## src/rtl/signal_tracker_arb_pkg.sv

```systemverilog
// Shared types for the tracker query arbiter: FSM states, result status codes and the result record.
package signal_tracker_arb_pkg;

  localparam int TIME_W = 32;

  typedef logic signed [TIME_W-1:0] time_t;

  localparam time_t NO_TIME = -32'sd1;

  typedef enum logic [1:0] {
    ST_IDLE  = 2'd0,
    ST_CHECK = 2'd1,
    ST_WAIT  = 2'd2,
    ST_RESP  = 2'd3
  } state_e;

  typedef enum logic [2:0] {
    STAT_OK        = 3'd0,
    STAT_OPEN      = 3'd1,
    STAT_NOT_FOUND = 3'd2,
    STAT_EXPIRED   = 3'd3,
    STAT_TIMEOUT   = 3'd4
  } status_e;

  typedef struct packed {
    status_e status;
    time_t   start_time;
    time_t   end_time;
  } result_t;

  localparam result_t RESULT_NONE = '{status: STAT_OK, start_time: NO_TIME, end_time: NO_TIME};

  // A negative start means no activity; a negative end means activity is still ongoing.
  function automatic status_e classify(input time_t s, input time_t e);
    if (s < 0) return STAT_NOT_FOUND;
    if (e < 0) return STAT_OPEN;
    return STAT_OK;
  endfunction

endpackage

```

## src/rtl/signal_tracker_query_arbiter_rr.sv

```systemverilog
// Combinational round-robin picker: one-hot grant to the first requester at or after ptr.
// Zero latency; the owner decides when the pointer advances.
module round_robin_arbiter #(
  parameter int N = 4
) (
  input  logic [N-1:0]         req,
  input  logic [$clog2(N)-1:0] ptr,
  output logic [N-1:0]         grant
);

  localparam int IW = $clog2(N);

  logic [IW-1:0] idx;
  logic          found;

  always_comb begin
    grant = '0;
    found = 1'b0;
    idx   = '0;
    for (int k = 0; k < N; k++) begin
      idx = IW'((int'(ptr) + k) % N);
      if (!found && req[idx]) begin
        grant[idx] = 1'b1;
        found      = 1'b1;
      end
    end
  end

endmodule

```

## src/rtl/signal_tracker_query_arbiter.sv

```systemverilog
// Shares one activity tracker between NUM_REQ requesters; 4-cycle nominal accept-to-response, one query in flight.
// Requests are held by the requester until req_ready; responses are single-cycle pulses with no backpressure.
module signal_tracker_query_arbiter
  import signal_tracker_arb_pkg::*;
#(
  parameter int NUM_REQ       = 4,
  parameter int BUFFER_WIDTH  = 8,
  parameter int COUNTER_WIDTH = 32,
  parameter int WAIT_LIMIT    = 8
) (
  input  logic                                   clk,
  input  logic                                   rst,
  input  logic [COUNTER_WIDTH-1:0]               counter,
  input  logic [NUM_REQ-1:0]                     req_valid,
  input  logic [NUM_REQ-1:0][COUNTER_WIDTH-1:0]  req_window_start,
  output logic [NUM_REQ-1:0]                     req_ready,
  output logic [NUM_REQ-1:0]                     resp_valid,
  output logic [2:0]                             resp_status,
  output logic signed [31:0]                     resp_start,
  output logic signed [31:0]                     resp_end,
  output logic                                   trk_recalculate_time,
  output logic [31:0]                            trk_value_in,
  input  logic                                   trk_data_valid,
  input  logic signed [31:0]                     trk_time_out_start,
  input  logic signed [31:0]                     trk_time_out_end
);

  localparam int IDW = $clog2(NUM_REQ);
  localparam int WCW = $clog2(WAIT_LIMIT) + 1;
  localparam logic [COUNTER_WIDTH-1:0] BW_LIMIT  = COUNTER_WIDTH'(BUFFER_WIDTH);
  localparam logic [WCW-1:0]           WAIT_LAST = WCW'(WAIT_LIMIT - 1);

  state_e                   state_q, state_d;
  logic [IDW-1:0]           ptr_q, ptr_d;
  logic [IDW-1:0]           id_q, id_d;
  logic [COUNTER_WIDTH-1:0] win_start_q, win_start_d;
  logic [WCW-1:0]           wait_cnt_q, wait_cnt_d;
  result_t                  result_q, result_d;
  logic                     recalc_q, recalc_d;

  logic [NUM_REQ-1:0]       grant;
  logic [IDW-1:0]           win_id;
  logic [COUNTER_WIDTH-1:0] diff;
  logic                     accept;

  round_robin_arbiter #(.N(NUM_REQ)) u_rr (
    .req   (req_valid),
    .ptr   (ptr_q),
    .grant (grant)
  );

  always_comb begin
    win_id = '0;
    for (int i = 0; i < NUM_REQ; i++) begin
      if (grant[i]) win_id = IDW'(i);
    end
  end

  // A stale data_valid from the tracker must drain before a new query may start.
  assign req_ready = (state_q == ST_IDLE && !trk_data_valid) ? grant : '0;
  assign accept    = |req_ready;

  // Modulo subtract: a future window start wraps to a huge value and reads as expired.
  assign diff         = counter - win_start_q;
  assign trk_value_in = (state_q == ST_WAIT) ? 32'(diff) : 32'd0;

  assign resp_valid           = (state_q == ST_RESP) ? (NUM_REQ'(1) << id_q) : '0;
  assign resp_status          = result_q.status;
  assign resp_start           = result_q.start_time;
  assign resp_end             = result_q.end_time;
  assign trk_recalculate_time = recalc_q;

  always_comb begin
    state_d     = state_q;
    ptr_d       = ptr_q;
    id_d        = id_q;
    win_start_d = win_start_q;
    wait_cnt_d  = wait_cnt_q;
    result_d    = result_q;
    recalc_d    = 1'b0;
    case (state_q)
      ST_IDLE: begin
        if (accept) begin
          id_d        = win_id;
          win_start_d = req_window_start[win_id];
          ptr_d       = (win_id == IDW'(NUM_REQ - 1)) ? '0 : win_id + IDW'(1);
          state_d     = ST_CHECK;
        end
      end
      ST_CHECK: begin
        if (diff == '0 || diff > BW_LIMIT) begin
          result_d = '{status: STAT_EXPIRED, start_time: NO_TIME, end_time: NO_TIME};
          state_d  = ST_RESP;
        end else begin
          wait_cnt_d = '0;
          recalc_d   = 1'b1;
          state_d    = ST_WAIT;
        end
      end
      ST_WAIT: begin
        if (trk_data_valid) begin
          result_d = '{status:     classify(trk_time_out_start, trk_time_out_end),
                       start_time: trk_time_out_start,
                       end_time:   trk_time_out_end};
          state_d  = ST_RESP;
        end else if (diff > BW_LIMIT) begin
          result_d = '{status: STAT_EXPIRED, start_time: NO_TIME, end_time: NO_TIME};
          state_d  = ST_RESP;
        end else if (wait_cnt_q == WAIT_LAST) begin
          result_d = '{status: STAT_TIMEOUT, start_time: NO_TIME, end_time: NO_TIME};
          state_d  = ST_RESP;
        end else begin
          wait_cnt_d = wait_cnt_q + WCW'(1);
          recalc_d   = 1'b1;
        end
      end
      ST_RESP: state_d = ST_IDLE;
      default: state_d = ST_IDLE;
    endcase
  end

  always_ff @(posedge clk) begin
    if (rst) begin
      state_q     <= ST_IDLE;
      ptr_q       <= '0;
      id_q        <= '0;
      win_start_q <= '0;
      wait_cnt_q  <= '0;
      result_q    <= RESULT_NONE;
      recalc_q    <= 1'b0;
    end else begin
      state_q     <= state_d;
      ptr_q       <= ptr_d;
      id_q        <= id_d;
      win_start_q <= win_start_d;
      wait_cnt_q  <= wait_cnt_d;
      result_q    <= result_d;
      recalc_q    <= recalc_d;
    end
  end

endmodule

```

## config.mk

```make
export PLATFORM = sky130hd
export DESIGN_NAME = signal_tracker_query_arbiter
export DESIGN_NICKNAME = d
export VERILOG_FILES = /design/src/rtl/signal_tracker_arb_pkg.sv /design/src/rtl/signal_tracker_query_arbiter_rr.sv /design/src/rtl/signal_tracker_query_arbiter.sv
export SDC_FILE = /design/constraint.sdc
export NUM_CORES = 1
export LEC_CHECK = 0
export ABC_AREA = 1
export CORE_MARGIN = 3
export CORE_UTILIZATION = 37
export CTS_CLUSTER_DIAMETER = 30
export DETAILED_ROUTE_END_ITERATION = 8
export GPL_TIMING_DRIVEN = 0
export PLACE_DENSITY = 0.74
export SYNTH_ARGS = -nofsm -noshare
export SYNTH_HDL_FRONTEND = slang
export SYNTH_HIERARCHICAL = 1
export SYNTH_SLANG_ARGS = --single-unit
```

## constraint.sdc

```tcl
create_clock -name clk -period 3 [get_ports clk]
set_input_delay 0.3 -clock clk [delete_from_list [all_inputs] [get_ports clk]]
set_output_delay 0.3 -clock clk [all_outputs]
set_load 0.005 [all_outputs]
```

Word level (Yosys, flattened, before mapping):

Cells that the tools add are included.

* add/subtract/negate cells: 6
* order comparisons: 12
* eq/ne operators: 12
* shift operators: 1
* mux-type cells: 64
* bitwise gates (word level): 3
* reductions and logical operators: 21

Operators by type and width (count)
* two-way mux 67 bit: 4
* one-hot mux 67 bit (2 select lines): 1
* binary-select mux 32 bit (select 2 bit): 1
* less-than comparator 32 x 1 -> 1 bit (second input constant): 2
* two-way mux 32 bit: 2
* two-way mux 4 bit: 10
* greater-than comparator 32 x 4 -> 1 bit (second input constant): 1
* logical NOT 32 bit: 1
* subtractor 32 bit: 1
* two-way mux 1 bit: 24
* less-than comparator 2 x 3 -> 1 bit (second input constant): 5
* two-way mux 2 bit: 7
* two-way mux 3 bit: 4
* inequality test 2 bit (second input constant): 6
* OR 4 bit: 3
* binary-select mux 1 bit (select 2 bit): 4
* demux 1 bit (select 2 bit): 4
* greater-or-equal comparator 2 x 1 -> 1 bit (second input constant): 4
* logical AND 1 bit: 8
* one-hot mux 2 bit (4 select lines): 1
* one-hot mux 4 bit (2 select lines): 1
* == test 2 bit (second input constant): 3
* AND reduction 5 bit: 1
* adder 2 x 1 -> 2 bit (second input constant): 2
* 14 further kinds: 19

* register bits: 110
* input port bits: 231
* logic and storage cells: 128

Longest topological paths before layout:

Gate-level depths: netlist of run 1.

* depth after elaboration: 17
* depth in mapped cells: 25

Hierarchy:

The synthesis of run 1 kept the hierarchy.

By module, submodules not included
* signal_tracker_query_arbiter: times used 1, cells each 1335, area an instance 8013.9 um^2, sequential area each 2202.1 um^2
* round_robin_arbiter: times used 1, cells each 73, area an instance 399.1 um^2, sequential area each 0.0 um^2

Least setup slack after synthesis of run 1:

Ideal clock, no wire load.

* path type: reg-to-reg
* start point: register ptr_q[0]
* end point: register win_start_q[10]
* data arrival time: 2.765 ns
* required time: 2.914 ns
* path slack: 0.149 ns
* stages on the path, launching flop included: 17
* buffers on the path: 2
* period minus slack after synthesis: 2.851 ns
* path through: dfxtp_1 > inv_2 > ha_1 > inv_1 > nand3_1 > nand2_1 > nand2_4 > inv_2 > nand3_1 > nand3_1 > nor2_1 > nor2_1 > nor3_1 > clkbuf_1 > clkbuf_1 > nor2_1 > a211oi_1

* elaborated cells between the ends (all ways): 55

RTL lines
* from (decl): RTL line signal_tracker_query_arbiter.sv:34 `logic [IDW-1:0] ptr_q, ptr_d;`
* from (signal assigned): RTL line signal_tracker_query_arbiter.sv:133 `ptr_q <= ptr_d;`
* parallel branches: the longest is 11 deep, another holds less-than comparator 2 x 3 -> 1 bit
* two-way mux 4 bit *: RTL line signal_tracker_query_arbiter_rr.sv:22 `if (!found && req[idx]) begin`
* net grant[3]: RTL line signal_tracker_query_arbiter.sv:41 `logic [NUM_REQ-1:0] grant;`
* two-way mux 2 bit / two-way mux 4 bit (equally long branches): RTL line signal_tracker_query_arbiter.sv:55, signal_tracker_query_arbiter.sv:60
* binary-select mux 32 bit (select 2 bit) / OR reduction 4 bit (equally long branches): RTL line signal_tracker_query_arbiter.sv:85, signal_tracker_query_arbiter.sv:61
* two-way mux 32 bit (not written as such) / AND reduction 2 bit (equally long branches)
* to (signal assigned): RTL line signal_tracker_query_arbiter.sv:135 `win_start_q <= win_start_d;`
* to (decl): RTL line signal_tracker_query_arbiter.sv:36 `logic [COUNTER_WIDTH-1:0] win_start_q, win_start_d;`

Mark *: on every way through the listed nets, which the timed path passes. The select of a mux whose other input is x is not followed.
A chain may end at the register's enable or synchronous reset.

Worst setup path after layout of run 1:

* start point: input port counter[4]
* end point: register result_q (netlist bit resp_status[1])

* word-level cells in the longest chain between the ends: 5
* elaborated cells between the ends (all ways): 10

Ends and longest elaborated chain
* from (decl): RTL line signal_tracker_query_arbiter.sv:13 `input logic [COUNTER_WIDTH-1:0] counter,`
* subtractor 32 bit *: RTL line signal_tracker_query_arbiter.sv:64 `assign diff = counter - win_start_q;`
* greater-than comparator 32 x 4 -> 1 bit / logical NOT 32 bit (equally long branches): RTL line signal_tracker_query_arbiter.sv:91, signal_tracker_query_arbiter.sv:106
* two-way mux 67 bit / logical OR 1 bit (equally long branches): RTL line signal_tracker_query_arbiter.sv:106, signal_tracker_query_arbiter.sv:91
* two-way mux 67 bit / inequality test 2 bit (equally long branches)
* one-hot mux 67 bit (2 select lines) / AND reduction 3 bit (equally long branches)
* to (signal assigned): RTL line signal_tracker_query_arbiter.sv:137 `result_q <= result_d;`
* to (decl): RTL line signal_tracker_query_arbiter.sv:38 `result_t result_q, result_d;`

Every way passes the cells marked *; elsewhere a longest branch is shown, timed or not.

==> results of run 1 <==
[cell type report]
type,count,area share
multi-input cells,1039,0.434
inverters,197,0.0537
clock inverters,7,0.00543
flip-flops and latches,110,0.160
plain buffers,59,0.0272
repair buffers,383,0.277
diodes,2,0.000362
well taps,280,0.0253
clock buffers,9,0.0163
[critical path, cell delays in order]
cell and delay, ns:
clkdlybuf4s50_1 0.49, ha_4 0.33, nand2_2 0.08, nor2_2 0.15, inv_1 0.06, nor2_1 0.12
nand2_1 0.10, nand4_1 0.12, nand2_1 0.07, nor2_1 0.12, nand3_1 0.13, nor2_1 0.13
nand3_2 0.18, nor2_4 0.25, nand3_4 0.13, nand2_4 0.11, nor2_4 0.07, buf_12 0.16
buf_4 0.14, nand2_1 0.05, a21oi_1 0.06
[metal layers]
layer	GRT usage	vias to the layer above	share of wire
li1	-	5338	-
met1	0.352	4915	0.42
met2	0.449	419	0.48
met3	0.0429	75	0.062
met4	0.0950	0	0.036
met5	0	-	0
[cell families after synthesis]
logic type / count (synthesis) / share of synthesized area
flip-flops: 110 / 0.262
adder cells (fa/ha/maj): 44 / 0.0663
buffers and inverters: 259 / 0.124
AO/OA/AOI/OAI: 307 / 0.198
AND/OR/NAND/NOR: 682 / 0.344
XOR/XNOR: 6 / 0.00625
[placed cells by master (no fill, tap or decap), types with 31 or more instances in the layout]
cell type,n
clkdlybuf4s50_1,314
nand2_1,313
inv_1,187
nor2_1,164
dfxtp_1,106
a21oi_1,94
o21ai_0,93
nand3_1,61
nand2_2,44
buf_4,38
o21ai_2,37
o22ai_1,31
[sequential cells by signal (all words and copies together) (netlist names)]
| name | flops |
|---|---|
| resp_end | 32 |
| resp_start | 32 |
| win_start_q | 32 |
| wait_cnt_q | 4 |
| resp_status | 3 |
| id_q | 2 |
| ptr_q | 2 |
| state_q | 2 |
| trk_recalculate_time | 1 |
[through the flow]
stage	std cells	hold WS [ns]	area, um2	total power, mW	TNS [ns]
2_1_floorplan	1408	0.429	8410	6.89	0
3_3_place_gp	2026	0.441	12100	9.87	-74.43
3_5_place_dp	2026	0.445	12100	9.93	-78.15
4_1_cts	2060	0.465	13100	11.7	-2.10
5_1_grt	2085	0.483	13800	13.7	-17.89
6_report	2086	0.467	13800	12.7	-6.47
[power by group through the flow]
stage | Sequential [mW] | Clock (mW) | Combinational (mW)
2_1_floorplan | 2.34 | 0 | 4.55
3_3_place_gp | 2.32 | 0 | 7.55
3_5_place_dp | 2.34 | 0 | 7.59
4_1_cts | 2.32 | 1.22 | 8.17
5_1_grt | 2.38 | 1.28 | 9.98
6_report | 2.32 | 1.22 | 9.11
[timing repair]
action                     CTS  global route
buffers inserted            15            23
pin swaps                   26            67
hold endpoints to repair     0             0
setup endpoints to repair  128           131
gates cloned                 4             3
gates resized for setup    134           174
hold buffers                 0             0
[cells in the mapped netlist (all sizes together)]
cell type | n | area [um2]
a211oi | 30 | 225
a21o | 1 | 7.51
a21oi | 103 | 515
and2 | 6 | 37.5
and3 | 1 | 6.26
buf | 16 | 129
clkbuf | 46 | 173
dfxtp | 110 | 2200
fa | 1 | 20.0
ha | 43 | 538
inv | 197 | 739
nand2 | 363 | 1400
nand3 | 82 | 445
nand3b | 7 | 56.3
nand4 | 17 | 106
nor2 | 196 | 783
nor3 | 9 | 50.1
nor3b | 1 | 7.51
o211ai | 2 | 15.0
o21a | 1 | 7.51
o21ai | 136 | 681
o21bai | 2 | 15.0
o22ai | 32 | 200
xnor2 | 2 | 17.5
xor2 | 4 | 35.0
[path summary, 6_finish.rpt]
check                                                  from                           to  slack, ns  cells after the start
worst max-delay path                             counter[4]  resp_status[1]$_SDFFE_PP0P_      -0.14                     21
worst min-delay path            resp_start[28]$_SDFFE_PP1P_  resp_start[28]$_SDFFE_PP1P_       0.47                      2
worst max register to register  win_start_q[2]$_SDFFE_PP0P_  resp_status[1]$_SDFFE_PP0P_      -0.13                     23
worst min register to register  resp_start[28]$_SDFFE_PP1P_  resp_start[28]$_SDFFE_PP1P_       0.47                      2
==> results by group, run 1 <==
Final layout
  • Share of layout cells above drive strength 1: 0.162
  • Multi-input gate area: 6000 um2
  • Fin util: 0.626
  • Fill count: 2030
  • Sequential cell area: 2210 um2
  • Layout Nets: 2074
  • P&R area growth vs syn: 64.3%

Detailed routing
  • ANT nets after route: 0
  • Drt pass-1 iters: 5
  • Final WL: 35.6 mm
  • Vias: 10700
  • 1st-iter DRT viols: 625
  • DR WL/cell: 17.0 um
  • Via density per instance: 5.15
  • Drt drc: 0

Yosys
  • Post-Syn Instances: 1408
  • Syn Area/Cell: 5.98 um2
  • Sequential-to-total area share from yosys stat: 0.262
  • Synthesis Warnings: 6
  • Synth unique cells: 37
  • Netlist Area Pre-Place: 8410 um2
  • Post-Syn Nets: 1683
  • Flops & latches, synth: 110

Clock network
  • Max H-tree Level: 3
  • Num CTS Buffers: 9
  • CTS Buffer Depth: 2
  • CTS tree: done
  • CTS Root Cell: clkbuf_16
  • Clock latency on the worst-skew pair: 0.36 ns
  • TritonCTS Sinks: 110
  • CTS clock-pin slew for the worst setup and hold paths: 0.08 ns

Status
  • Failing checks: negative setup slack
  • Status: complete, but fails checks

Placement
  • Dpl hpwl: 28.1 mm
  • Gpl congestion: 0.942
  • Port bufs: 338
  • Dpl ws: -0.816 ns

Die
  • Io pins: 339
  • Die ar.: 24600 um2
  • CORE AREA: 22100 um2
  • Initial core utilization: 0.381
  • Die Y: 157 um
  • Die W: 157 um
  • # rows: 54

Pwr
  • Comb pwr share: 0.720
  • Pwr Density: 916 nW/um2
  • VDD IR max: 0.505 mV
  • Internal power: 6.61 mW
  • Share of power burned in registers: 0.184
  • Clock power frac: 0.096
  • Sw frac: 0.478
  • Leak: 6.24 nW
  • Switching Power: 6.05 mW

Global route
  • Grt ovf: 0
  • Total GRT Usage: 0.269
  • Vias in the first global route: 10000
  • Pin count of the biggest net entering global routing: 22
  • Global-route wire length before repair: 52.8 mm
  • Initial antenna violation count: 1

Timing
  • Worst-Margin Slew: 0.703 ns
  • Slew headroom: 0.531
  • Fmax: 318 MHz
  • Clk_skew: 0.0165 ns
  • Final hold violation count: 0
  • Final setup vio count: 67
  • Max Slew Vio Count: 0
  • Final WS setup: -0.142 ns
  • Final worst path period share: 1.05
  • RSZ-0062 raised after global routing: yes
  • Min cycle time layout: 3.14 ns

Worst setup path
  • Crit start category: input port
  • Critical path class: input port to register
  • Setup crit end kind: register
  • Arr. time, crit path: 3.36 ns
  • Critical Path Fanout Max: 5
  • Critical Path RT: 3.22 ns

Min path
  • Worst hold path type: register to register

Run
  • Max_cap viols: 0
(Power assumes the default switching activity.)
==> run 2, diff against run 1 <==
--- a/config.mk
+++ b/config.mk
@@ -10,7 +10,7 @@
 export CORE_UTILIZATION = 37
 export CTS_CLUSTER_DIAMETER = 30
 export DETAILED_ROUTE_END_ITERATION = 8
-export GPL_TIMING_DRIVEN = 0
+export GPL_TIMING_DRIVEN = 1
 export PLACE_DENSITY = 0.74
 export SYNTH_ARGS = -nofsm -noshare
 export SYNTH_HDL_FRONTEND = slang
==> run 2 against run 1 <==
Compared with the run above: the flow still finishes with violations (negative setup slack); die area unchanged; first-iteration DRC count up 63%; non-clock buffer count up 77; utilization up 4.1 points; routed wire length up 3.9%; clock skew up 0.0034 ns; critical endpoint is now resp_start[4]$_SDFFE_PP1P_.
==> results by group, run 2 (synthesized netlist as in run 1, its figures left out) <==
Pwr
  • Leak: 6.61 nW (was 6.24 nW)
  • VDD IR max: 0.792 mV (was 0.505 mV)
  • Pwr Density: 931 nW/um2 (was 916 nW/um2)

Timing
  • Clk_skew: 0.0200 ns (was 0.0165 ns)
  • Final worst path period share: 1.05 (about the same)
  • Fmax: 319 MHz (was 318 MHz)
  • Final hold violation count: 0 (unchanged)
  • RSZ-0062 raised after global routing: yes (unchanged)
  • Min cycle time layout: 3.14 ns (about the same)
  • Worst-Margin Slew: 0.976 ns (was 0.703 ns)
  • Final WS setup: -0.137 ns (was -0.142 ns)
  • Max Slew Vio Count: 0 (unchanged)
  • Final setup vio count: 57 (was 67)
  • Setup_tns: -2.93 ns (was -6.47 ns)
  • Slew headroom: 0.347 (was 0.531)

Worst setup path
  • Critical Path Fanout Max: 8 (was 5)
  • R2R Path Start: win_start_q[3]$_SDFFE_PP0P_ (was win_start_q[2]$_SDFFE_PP0P_)
  • CP endpoint: resp_start[4]$_SDFFE_PP1P_ (was resp_status[1]$_SDFFE_PP0P_)
  • R2R cell count: 22 (was 23)
  • Setup crit end kind: register (unchanged)
  • Worst R2R Setup Slack: -0.14 ns (was -0.13 ns)
  • Crit path from: win_start_q[3]$_SDFFE_PP0P_ (was counter[4])
  • Critical Path RT: 3.30 ns (was 3.22 ns)
  • Critical path class: register to register (was input port to register)
  • Crit start category: register (was input port)
  • Arr. time, crit path: 3.44 ns (was 3.36 ns)
  • Reg2reg end: resp_start[4]$_SDFFE_PP1P_ (was resp_status[1]$_SDFFE_PP0P_)

Min path
  • Worst hold path type: register to register (unchanged)
  • Hold depth: 2 (unchanged)

Final layout
  • Most frequent cells in the layout: nand2_1 (313), clkdlybuf4s50_1 (306), inv_1 (173) (was clkdlybuf4s50_1 (314), nand2_1 (313), inv_1 (187))
  • Ant diodes: 0 (was 2)
  • Fin util: 0.666 (was 0.626)
  • Share of layout cells above drive strength 1: 0.225 (was 0.162)
  • P&R area growth vs syn: 75.0% (was 64.3%)
  • Post-route cell area: 14700 um2 (was 13800 um2)
  • Layout Nets: 2154 (was 2074)
  • Commonest non-fill, non-tap cell in the layout: nand2_1 (was clkdlybuf4s50_1)
  • Non-Filler Instances: 2163 (was 2086)

Clock network
  • CTS Root Cell: clkbuf_16 (unchanged)
  • TritonCTS Sinks: 110 (unchanged)
  • Num CTS Buffers: 9 (unchanged)
  • Clock latency on the worst-skew pair: 0.36 ns (about the same)
  • CTS clock-pin slew for the worst setup and hold paths: 0.08 ns (about the same)
  • CTS Buffer Depth: 2 (unchanged)
  • CTS tree: done (unchanged)
  • Max H-tree Level: 3 (unchanged)

Global route
  • Total GRT Usage: 0.283 (was 0.269)
  • Initial antenna violation count: 1 (unchanged)
  • Pin count of the biggest net entering global routing: 64 (was 22)
  • Global-route wire length before repair: 55.7 mm (was 52.8 mm)
  • Vias in the first global route: 10600 (was 10000)
  • Grt ovf: 0 (unchanged)

Placement
  • Dpl hpwl: 27.1 mm (was 28.1 mm)
  • Gpl congestion: 0.953 (was 0.942)
  • Inst Count DP: 2111 (was 2026)
  • Dpl ws: -1.09 ns (was -0.816 ns)
  • Port bufs: 338 (unchanged)
  • Placed Area: 13000 um2 (was 12100 um2)

Status
  • Status: complete, but fails checks (unchanged)
  • Failing checks: negative setup slack (unchanged)

Die
  • Die W: 157 um (unchanged)
  • Die Y: 157 um (unchanged)
  • Io pins: 339 (unchanged)
  • Initial core utilization: 0.381 (unchanged)
  • Die ar.: 24600 um2 (unchanged)
  • CORE AREA: 22100 um2 (unchanged)
  • # rows: 54 (unchanged)

Detailed routing
  • Routed wire length on met2: 17.7 mm (was 17.1 mm)
  • DR WL/cell: 17.1 um (was 17.0 um)
  • Vias: 11100 (was 10700)
  • Routed length on met3: 2.23 mm (was 2.20 mm)
  • WL met1: 15.9 mm (was 15.0 mm)
  • 1st-iter DRT viols: 1019 (was 625)
  • ANT nets after route: 0 (unchanged)
  • Drt drc: 0 (unchanged)
  • Final WL: 37.0 mm (was 35.6 mm)
  • Max Used Layer: met4 (unchanged)
  • Drt pass-1 iters: 6 (was 5)
  • Via density per instance: 5.14 (was 5.15)

Run
  • Max_cap viols: 0 (unchanged)
-- run 2: what timing repair did --
| item | 4_1_cts | 5_1_grt |
|---|---|---|
| hold buffers | 0 | 0 |
| gates resized for setup | 176 | 100 |
| gates cloned | 10 | 0 |
| setup buffers | 21 | 12 |
| hold endpoints to repair | 0 | 0 |
| pin swaps | 54 | 79 |
| setup endpoints to repair | 96 | 112 |
-- run 2: power by group --
group	switching (mW)	leakage, nW	total [mW]	internal, mW
clock network	0.602	0.132	1.18	0.576
registers	0.385	0.909	2.42	2.03
logic	5.40	5.57	10.1	4.72
-- run 2: critical path, cell delays in order, from the launching register on --
cell	delay, ns
dfxtp_1	0.33
inv_2	0.08
ha_4	0.31
nand2_2	0.09
nor2_2	0.14
nand2_1	0.09
nand3_1	0.11
nand2_1	0.11
nand2_2	0.11
nand3_1	0.09
nand2_2	0.10
xor2_2	0.19
buf_4	0.15
nand3_2	0.09
nor2_4	0.16
nand2_2	0.11
buf_6	0.14
nand3b_4	0.13
buf_8	0.13
buf_12	0.10
buf_12	0.13
a21oi_2	0.06
nand2_1	0.11
-- run 2: layout make-up --
class,instances,area [um2]
Clock buffer,9,225
Clock inverter,6,57.6
Multi-Input combinational cell,1042,6180
Tap cell,280,350
Sequential cell,110,2210
Fill cell,1896,7370
Timing Repair Buffer,519,4960
Inverter,197,742
-- run 2: how the worst min path moves through the flow --
stage          slack [ns]                        start                           to
3_5_place_dp         0.45     resp_end[6]$_SDFFE_PP1P_     resp_end[6]$_SDFFE_PP1P_
2_1_floorplan        0.43       trk_time_out_start[21]  resp_start[21]$_SDFFE_PP1P_
4_1_cts              0.46    resp_end[16]$_SDFFE_PP1P_    resp_end[16]$_SDFFE_PP1P_
6_report             0.46    resp_end[16]$_SDFFE_PP1P_    resp_end[16]$_SDFFE_PP1P_
3_3_place_gp         0.44  resp_start[11]$_SDFFE_PP1P_  resp_start[11]$_SDFFE_PP1P_
5_1_grt              0.50    resp_end[16]$_SDFFE_PP1P_    resp_end[16]$_SDFFE_PP1P_
-- run 2: stage by stage --
| step | hold slack, ns | power [mW] |
|---|---|---|
| after global placement | 0.441 | 10.7 |
| after detailed placement | 0.445 | 10.8 |
| after CTS | 0.465 | 13.4 |
| after floorplan | 0.429 | 6.89 |
| after global routing | 0.496 | 14.7 |
| final | 0.463 | 13.7 |
-- run 2: routing by layer --
metal,up-vias,GRT usage
li1,5494,-
met4,0,0.0921
met3,84,0.0360
met2,455,0.468
met1,5092,0.382
met5,-,0
==> run 3, diff against run 2 <==
==> constraint.sdc (replaced) <==
create_clock -name clk -period 3 [get_ports clk]
set_input_delay 0.3 -clock clk [delete_from_list [all_inputs] [get_ports clk]]
set_output_delay 0.3 -clock clk [all_outputs]
set_load 0.1 [all_outputs]
==> run 3 against run 2 <==
Compared with the run above: the run ends with max-capacitance violations, max-slew violations, negative setup slack left; maximum frequency shrank 0.27%; die area unchanged; flip-flop and latch count did not move; global-route usage is 0.27 points lower; critical path depth unchanged; register-to-register slack barely moved; via count is 2.0% higher; worst hold slack improved by 0.0024 ns; critical path type unchanged; largest cell class unchanged; largest power group unchanged.
==> results by group, run 3 (synthesized netlist as in run 1, its figures left out) <==
Timing
  • Fmax: 318 MHz (was 319 MHz)
  • RSZ-0062 raised after global routing: yes (unchanged)
  • Final hold violation count: 0 (unchanged)
  • Final setup vio count: 64 (was 57)
  • Final worst path period share: 1.05 (about the same)
  • Max Slew Vio Count: 10 (was 0)
  • Min cycle time layout: 3.15 ns (was 3.14 ns)
  • Final hold slack: 0.466 ns (was 0.463 ns)
  • Worst-Margin Slew: 1.55 ns (was 0.976 ns)
  • Final WS setup: -0.146 ns (was -0.137 ns)
  • Clk_skew: 0.0144 ns (was 0.0200 ns)
  • Slew headroom: -0.0354 (was 0.347)
  • Setup_tns: -3.41 ns (was -2.93 ns)

Final layout
  • Fin util: 0.688 (was 0.666)
  • Multi-input gate area: 6310 um2 (was 6180 um2)
  • Layout Nets: 2170 (was 2154)
  • Commonest non-fill, non-tap cell in the layout: nand2_1 (unchanged)
  • Post-route cell area: 15200 um2 (was 14700 um2)
  • Share of layout cells above drive strength 1: 0.300 (was 0.225)
  • P&R area growth vs syn: 80.7% (was 75.0%)
  • Sequential cell area: 2220 um2 (was 2210 um2)
  • Most frequent cells in the layout: nand2_1 (297), clkdlybuf4s50_1 (230), buf_4 (229) (was nand2_1 (313), clkdlybuf4s50_1 (306), inv_1 (173))
  • Fill count: 1827 (was 1896)

Placement
  • Placed Area: 13400 um2 (was 13000 um2)
  • Dpl hpwl: 27.5 mm (was 27.1 mm)
  • Port bufs: 338 (unchanged)
  • Gpl congestion: 0.965 (was 0.953)

Global route
  • Initial antenna violation count: 1 (unchanged)
  • Vias in the first global route: 10400 (was 10600)
  • Grt ovf: 0 (unchanged)
  • Global-route wire length before repair: 54.7 mm (was 55.7 mm)
  • Pin count of the biggest net entering global routing: 71 (was 64)
  • Total GRT Usage: 0.280 (was 0.283)

Pwr
  • VDD IR max: 0.819 mV (was 0.792 mV)
  • Switching Power: 10.4 mW (was 6.38 mW)
  • Leak: 6.82 nW (was 6.61 nW)
  • Pwr Density: 1180 nW/um2 (was 931 nW/um2)
  • Sw frac: 0.579 (was 0.466)
  • Share of power burned in registers: 0.131 (was 0.176)
  • Clock power frac: 0.068 (was 0.086)
  • Comb pwr share: 0.801 (was 0.738)
  • Internal power: 7.56 mW (was 7.33 mW)

Clock network
  • TritonCTS Sinks: 110 (unchanged)
  • CTS Root Cell: clkbuf_16 (unchanged)
  • CTS clock-pin slew for the worst setup and hold paths: 0.09 ns (was 0.08 ns)
  • Clock latency on the worst-skew pair: 0.36 ns (about the same)
  • CTS Buffer Depth: 2 (unchanged)
  • Num CTS Buffers: 9 (unchanged)
  • Max H-tree Level: 3 (unchanged)
  • CTS Hold Bufs: 0 (unchanged)
  • CTS tree: done (unchanged)

Die
  • # rows: 54 (unchanged)
  • Die ar.: 24600 um2 (unchanged)
  • Die Y: 157 um (unchanged)
  • CORE AREA: 22100 um2 (unchanged)
  • Die W: 157 um (unchanged)
  • Initial core utilization: 0.381 (unchanged)
  • Io pins: 339 (unchanged)

Detailed routing
  • Vias: 11400 (was 11100)
  • Via density per instance: 5.20 (was 5.14)
  • Final WL: 38.1 mm (was 37.0 mm)
  • DR WL/cell: 17.5 um (was 17.1 um)
  • Drt pass-1 iters: 5 (was 6)
  • ANT nets after route: 0 (unchanged)
  • Drt drc: 0 (unchanged)
  • 1st-iter DRT viols: 1005 (was 1019)

Min path
  • Worst hold path type: register to register (unchanged)
  • Hold depth: 2 (unchanged)

Worst setup path
  • Arr. time, crit path: 3.39 ns (was 3.44 ns)
  • Crit start category: register (unchanged)
  • Slowest CP cell: dfxtp_2 (was dfxtp_1)
  • Delay-heaviest family, CP: simple AND/OR/NAND/NOR gates (unchanged)
  • CP Depth: 22 (unchanged)
  • Cell Chain, Critical Path: inv_2 > ha_4 > buf_4 > nand2_1 > nand2_2 > inv_1 > nand2_2 > a21oi_2 > nand2_1 > nand2_2 > nand2_2 > nor2_2 > nand3_2 > nor2_4 > nand3_2 > nor2_4 > nand3_2 > buf_4 > nand2_8 > nor2_2 > o21ai_1 > nand2_1 (was inv_2 > ha_4 > nand2_2 > nor2_2 > nand2_1 > nand3_1 > nand2_1 > nand2_2 > nand3_1 > nand2_2 > xor2_2 > buf_4 > nand3_2 > nor2_4 > nand2_2 > buf_6 > nand3b_4 > buf_8 > buf_12 > buf_12 > a21oi_2 > nand2_1)
  • Critical path class: register to register (unchanged)
  • Setup crit end kind: register (unchanged)
  • Critical Path RT: 3.25 ns (was 3.30 ns)
  • R2R cell count: 22 (unchanged)
  • Worst R2R Setup Slack: -0.15 ns (was -0.14 ns)
  • Largest stage delay, worst path: 0.32 ns (was 0.33 ns)
  • Critical Path Fanout Max: 8 (unchanged)
  • Buf+Inv Stages, Crit Path: 4 (was 6)
  • Worst path most repeated cell: nand2_2 (unchanged)

Run
  • Max_cap viols: 1 (was 0)

Status
  • Failing checks: max-capacitance violations, max-slew violations, negative setup slack (was negative setup slack)
  • Status: complete, but fails checks (unchanged)
run 3: per-layer routing:
layer  GRT usage  wire [um]
met5           0          0
met4      0.0684        838
met3      0.0462       2500
met2       0.471      18400
met1       0.375      16400
run 3: stage by stage:
| stage | setup WS, ns | std cells | power [mW] |
|---|---|---|---|
| floorplan | -0.00518 | 1408 | 10.7 |
| global placement | -1.02 | 2119 | 14.7 |
| detailed placement | -1.07 | 2119 | 14.9 |
| CTS | -0.130 | 2159 | 17.0 |
| global route | -0.272 | 2181 | 18.9 |
| finish | -0.146 | 2181 | 17.9 |
run 3: path summary, 6_finish.rpt:
path | start | to
hold reg to reg | resp_end[12]$_SDFFE_PP1P_ | resp_end[12]$_SDFFE_PP1P_
setup reg to reg | win_start_q[9]$_SDFFE_PP0P_ | resp_start[10]$_SDFFE_PP1P_
setup / recovery | win_start_q[9]$_SDFFE_PP0P_ | resp_start[10]$_SDFFE_PP1P_
hold / removal | resp_end[12]$_SDFFE_PP1P_ | resp_end[12]$_SDFFE_PP1P_
run 3: power by group through the flow:
stage	combinational, mW	clock, mW	sequential (mW)
after CTS	13.4	1.24	2.33
after floorplan	5.56	0	5.17
final	14.4	1.22	2.35
after global routing	15.2	1.29	2.41
after global placement	12.4	0	2.32
after detailed placement	12.5	0	2.34
run 3: area by class of cell:
cell class / count / share of cell area
diodes: 1 / 0.000165
flip-flops and latches: 110 / 0.146
well taps: 280 / 0.0230
clock buffers: 9 / 0.0148
repair buffers: 530 / 0.347
clock inverters: 7 / 0.00494
inverters: 197 / 0.0490
multi-input cells: 1047 / 0.415
run 3: repair_timing:
action / in CTS / in global routing
pin swaps: 28 / 90
gates resized for setup: 97 / 209
buffers inserted: 16 / 17
gates cloned: 8 / 8
setup endpoints to repair: 74 / 119
run 3: worst reg2reg max path: stages (launching register included):
cell,delay [ns]
dfxtp_2,0.32
inv_2,0.08
ha_4,0.23
buf_4,0.15
nand2_1,0.08
nand2_2,0.06
inv_1,0.06
nand2_2,0.09
a21oi_2,0.19
nand2_1,0.12
nand2_2,0.11
nand2_2,0.05
nor2_2,0.11
nand3_2,0.11
nor2_4,0.13
nand3_2,0.11
nor2_4,0.20
nand3_2,0.11
buf_4,0.18
nand2_8,0.12
nor2_2,0.13
o21ai_1,0.24
nand2_1,0.09
